**src/rtl/fpga_pkg.sv**
```systemverilog
// Shared constants and FSM state encoding for the result memory read-back path.
package fpga_pkg;

  // Read port geometry of the result memory inside top
  localparam int ADDR_W  = 12;
  localparam int DATA_W  = 12;
  localparam int N_WORDS = 512;
  // Cycles from a stable address to valid data at top's result output
  localparam int RD_LAT  = 2;

  typedef enum logic [1:0] {
    IDLE,
    READ,
    HOLD,
    DONE
  } state_t;

endpackage

```
**src/rtl/result_readout.sv**
```systemverilog
// Drains top's result memory word by word onto a valid/ready stream once all
// four cores have signalled completion, then waits for the flags to drop
// before it can be armed again.
module result_readout #(
  parameter int ADDR_W  = fpga_pkg::ADDR_W,
  parameter int DATA_W  = fpga_pkg::DATA_W,
  parameter int N_WORDS = fpga_pkg::N_WORDS,
  parameter int RD_LAT  = fpga_pkg::RD_LAT
) (
  input  logic              clk,
  input  logic              rst_n,
  input  logic [3:0]        end_process,
  output logic [ADDR_W-1:0] addr,
  input  logic [DATA_W-1:0] result,
  output logic [DATA_W-1:0] out_data,
  output logic              out_valid,
  input  logic              out_ready,
  output logic              out_last,
  output logic              busy,
  output logic              done
);
  import fpga_pkg::*;

  // The wait counter only has to hold RD_LAT-1
  localparam int                 CNT_W     = (RD_LAT > 1) ? $clog2(RD_LAT) : 1;
  localparam logic [CNT_W-1:0]   CNT_LOAD  = CNT_W'(RD_LAT - 1);
  localparam logic [ADDR_W-1:0]  LAST_ADDR = ADDR_W'(N_WORDS - 1);

  state_t              r_state;
  state_t              w_state_next;
  logic [CNT_W-1:0]    r_cnt;
  logic [CNT_W-1:0]    w_cnt_next;
  logic [ADDR_W-1:0]   r_addr;
  logic [ADDR_W-1:0]   w_addr_next;
  logic [DATA_W-1:0]   r_out_data;
  logic [DATA_W-1:0]   w_out_data_next;
  logic                r_out_valid;
  logic                w_out_valid_next;
  logic                r_done;
  logic                w_done_next;

  logic                w_all_done;
  logic                w_handshake;
  logic                w_at_last;

  assign w_all_done  = (end_process == 4'b1111);
  assign w_handshake = r_out_valid && out_ready;
  assign w_at_last   = (r_addr == LAST_ADDR);

  // State and datapath registers; reset may arrive mid-drain
  always_ff @(posedge clk or negedge rst_n) begin
    if (!rst_n) begin
      r_state     <= IDLE;
      r_cnt       <= '0;
      r_addr      <= '0;
      r_out_data  <= '0;
      r_out_valid <= 1'b0;
      r_done      <= 1'b0;
    end else begin
      r_state     <= w_state_next;
      r_cnt       <= w_cnt_next;
      r_addr      <= w_addr_next;
      r_out_data  <= w_out_data_next;
      r_out_valid <= w_out_valid_next;
      r_done      <= w_done_next;
    end
  end

  // Next-state and next-datapath logic; everything holds unless a branch says otherwise
  always_comb begin
    w_state_next     = r_state;
    w_cnt_next       = r_cnt;
    w_addr_next      = r_addr;
    w_out_data_next  = r_out_data;
    w_out_valid_next = r_out_valid;
    w_done_next      = r_done;

    case (r_state)
      IDLE: begin
        w_addr_next = '0;
        if (w_all_done) begin
          w_state_next = READ;
          w_cnt_next   = CNT_LOAD;
        end
      end

      // Address is already stable; wait out the memory latency, then capture
      READ: begin
        if (r_cnt == '0) begin
          w_out_data_next  = result;
          w_out_valid_next = 1'b1;
          w_state_next     = HOLD;
        end else begin
          w_cnt_next = r_cnt - CNT_W'(1);
        end
      end

      // Word presented; nothing moves until the consumer takes it
      HOLD: begin
        if (w_handshake) begin
          if (w_at_last) begin
            w_out_valid_next = 1'b0;
            w_done_next      = 1'b1;
            w_state_next     = DONE;
          end else begin
            w_out_valid_next = 1'b0;
            w_addr_next      = r_addr + ADDR_W'(1);
            w_cnt_next       = CNT_LOAD;
            w_state_next     = READ;
          end
        end
      end

      // Stay parked until the cores clear their flags, so one computation drains once
      DONE: begin
        w_addr_next = LAST_ADDR;
        if (!w_all_done) begin
          w_done_next  = 1'b0;
          w_addr_next  = '0;
          w_state_next = IDLE;
        end
      end

      default: begin
        w_state_next = IDLE;
      end
    endcase
  end

  assign addr     = r_addr;
  assign out_data = r_out_data;
  assign out_valid = r_out_valid;
  assign out_last = r_out_valid && w_at_last;
  assign busy     = (r_state == READ) || (r_state == HOLD);
  assign done     = r_done;

endmodule
```
**config.mk**
```make
export PLATFORM = sky130hd
export DESIGN_NAME = result_readout
export DESIGN_NICKNAME = d
export VERILOG_FILES = /design/src/rtl/fpga_pkg.sv /design/src/rtl/result_readout.sv
export SDC_FILE = /design/constraint.sdc
export NUM_CORES = 1
export LEC_CHECK = 0
export ABC_AREA = 1
export BUFFER_PORTS_ARGS = -buffer_cell sky130_fd_sc_hd__clkbuf_2
export CORE_ASPECT_RATIO = 0.5
export CORE_MARGIN = 2
export CORE_UTILIZATION = 32
export DETAILED_ROUTE_END_ITERATION = 6
export HOLD_SLACK_MARGIN = 0.06
export PLACE_DENSITY_LB_ADDON = 0.05
export SETUP_SLACK_MARGIN = 0.5
export SLEW_MARGIN = 0
export SYNTH_ARGS = -nofsm -noshare
export SYNTH_HDL_FRONTEND = slang
export SYNTH_SLANG_ARGS = --single-unit
```
**constraint.sdc**
```tcl
create_clock -name clk -period 2.4 [get_ports clk]
set_input_delay 0.12 -clock clk [delete_from_list [all_inputs] [get_ports clk]]
set_output_delay 0.12 -clock clk [all_outputs]
set_load 0.1 [all_outputs]
```
==> metrics.txt <==
worst r2r dst=done; outcome=finished, final reports clean; Core Util, Final=43.2%; starting density of the core=33.5%; Worst Hold Class=in -> reg; number of global-route vias before repair=1396; max_cap viols=0; crit-path max cell delay=450 ps; Clock Tree Buf Depth=2; CP max-delay cell=dfrtp_4; critical path class=reg -> out; CP required=2280 ps; top-area cell type share of the netlist area=43.7%; global-route wire length before repair=6.11 mm; Final Hold Vio Count=0; area leader, netlist=dfrtp_1; R2R cell count=8; mapped cell area=1660 sq um; TNS Setup=0 ps; gr ovfl total=0; average cell area after synthesis=8.10 sq um; Via Count=1468; slew margin rel.=49.5%; Worst-Margin Slew=758 ps; total core area=4950 sq um; Max Clk Rate=565 MHz; RSZ-0062 raised after global routing=no; flop-to-flop setup slack=710 ps; fin crit period=1770 ps; CP bufs+invs=1; final worst slack=630 ps; Gate Count Post-Synth=205; Async S/R FF share, synth=100%; Synth-to-Final Area Change=29.0%; Crit path depth=6; initial antenna violation count=0; clock-pin transition on the worst setup and hold timing paths=70 ps; critical path cell sequence=ha_4, nand2_1, nor2_4, nand3_2, nor2_4, clkbuf_8; Clock Sinks=29; Critical Path Start=addr[0]; Ports=47; HP Start=result[11]; clk_skew=5.19 ps; number of vias per cell=4.44; Yosys warnings=0; H-tree levels=2; critical path arrival=1650 ps; n_diodes=0; number of synthesized flops with an enable pin=0; Num CTS Buffers=5; Top cell by count, worst path=nor2_4; routed len/inst=11.0 um; HPWL Detailed=2.73 mm; reg-to-reg startpoint=r_state[0]; GP Congestion=0.800; Total GRT Usage=14.0%; CP Capture Type=primary output; CP Max Fanout=5; final setup violation count=0; final wirelength=3.65 mm; startpoint types=flip-flop; Post-Place Worst Slack=639 ps; CTS tree=yes; row count=18; post-route ant nets=0; Distinct cells, synth=24; Clk Latency, worst-skew pair=290 ps; remaining routing DRC violations=0; largest net degree at the start of global routing=30; Die X=106 um; initial DRC count=19; Top FF cell, synth=dfrtp_1; detailed-router iteration count before antenna repair=4; die span in y=54.9 um; delay-heaviest family, CP=simple AND/OR/NAND/NOR gates; Commonest cells post-synth=nand2_1 (73), dfrtp_1 (29), inv_1 (19), nand3_1 (19), nor2_1 (15); die area=5820 sq um; register area share after synthesis=43.7%; Nets=286; Root Buffer=clkbuf_8; Synth Register Bits=29; CP Capture Point=out_last; Synth Net Count=231; final period utilization=73.8%; IO buf count=46; top cells by area, synth=dfrtp_1 (44%), nand2_1 (17%), mux2_2 (8.1%), nand3_1 (5.7%), ha_1 (5.3%); layout cell share with drive strength beyond 1=36.4%; top-count cell post-synth=nand2_1; Max Slew Vio Count=0
[sequential cells by signal (all words and copies together), names as in the netlist]
signal	count
addr	12
out_data	12
r_state	2
done	1
out_valid	1
r_cnt	1
[layout make-up]
class | count | area [sq um]
well taps | 70 | 87.6
multi-input cells | 152 | 853
repair buffers | 52 | 292
flip-flops and latches | 29 | 748
clock buffers | 5 | 68.8
clock inverters | 3 | 17.5
inverters | 20 | 75.1
fillers | 508 | 2810
[stage by stage]
stage	instance area, sq um	hold WS (ps)	cells
after CTS	2120	60.7	329
after floorplan	1710	-176	205
after global placement	2000	233	318
final	2140	65.4	331
after global routing	2140	60.2	331
after detailed placement	2000	225	318
[repair_timing]
action	in CTS	in global routing
buffers inserted	0	2
pin swaps	0	1
gates resized for setup	2	1
endpoints found under the setup margin	1	1
endpoints found under the hold margin	31	0
hold buffers	3	0
[routing by layer]
metal	wire length [um]	part of all wire [%]	vias up	track usage [%]
li1	-	-	756	-
met1	1760	48	671	15.9
met2	1650	45	33	25.8
met3	197	5.4	8	4.45
met4	41	1.1	0	5.26
met5	0	0	-	0
[worst min-delay path by stage]
stage / end / depth (start not counted)
6_report: out_data[11] / 2
5_1_grt: out_data[9] / 2
4_1_cts: out_data[1] / 2
3_5_place_dp: addr[1] / 1
3_3_place_gp: addr[1] / 1
2_1_floorplan: addr[10] / 0
[kinds of logic after synthesis]
logic type / synth area share [%]
DFF: 43.7
AOI/OAI and AO/OA: 5.20
buffers and inverters: 6.56
and+or+nand+nor: 31.1
adders and majority gates: 5.27
muxes: 8.14
[layout by cell type, fill, tap and decap left out, drive strengths merged]
cell / instances
nand2: 76
clkbuf: 51
dfrtp: 29
inv: 20
nand3: 19
nor2: 18
mux2: 12
o21ai: 11
ha: 7
a21oi: 4
dlygate4sd3: 3
buf: 3
clkinv: 2
nand4: 2
or2: 1
nor3: 1
o21bai: 1
clkinvlp: 1
Power is not shown: default switching activity piles up to over one toggle a cycle in this logic, so the estimate is an artifact.
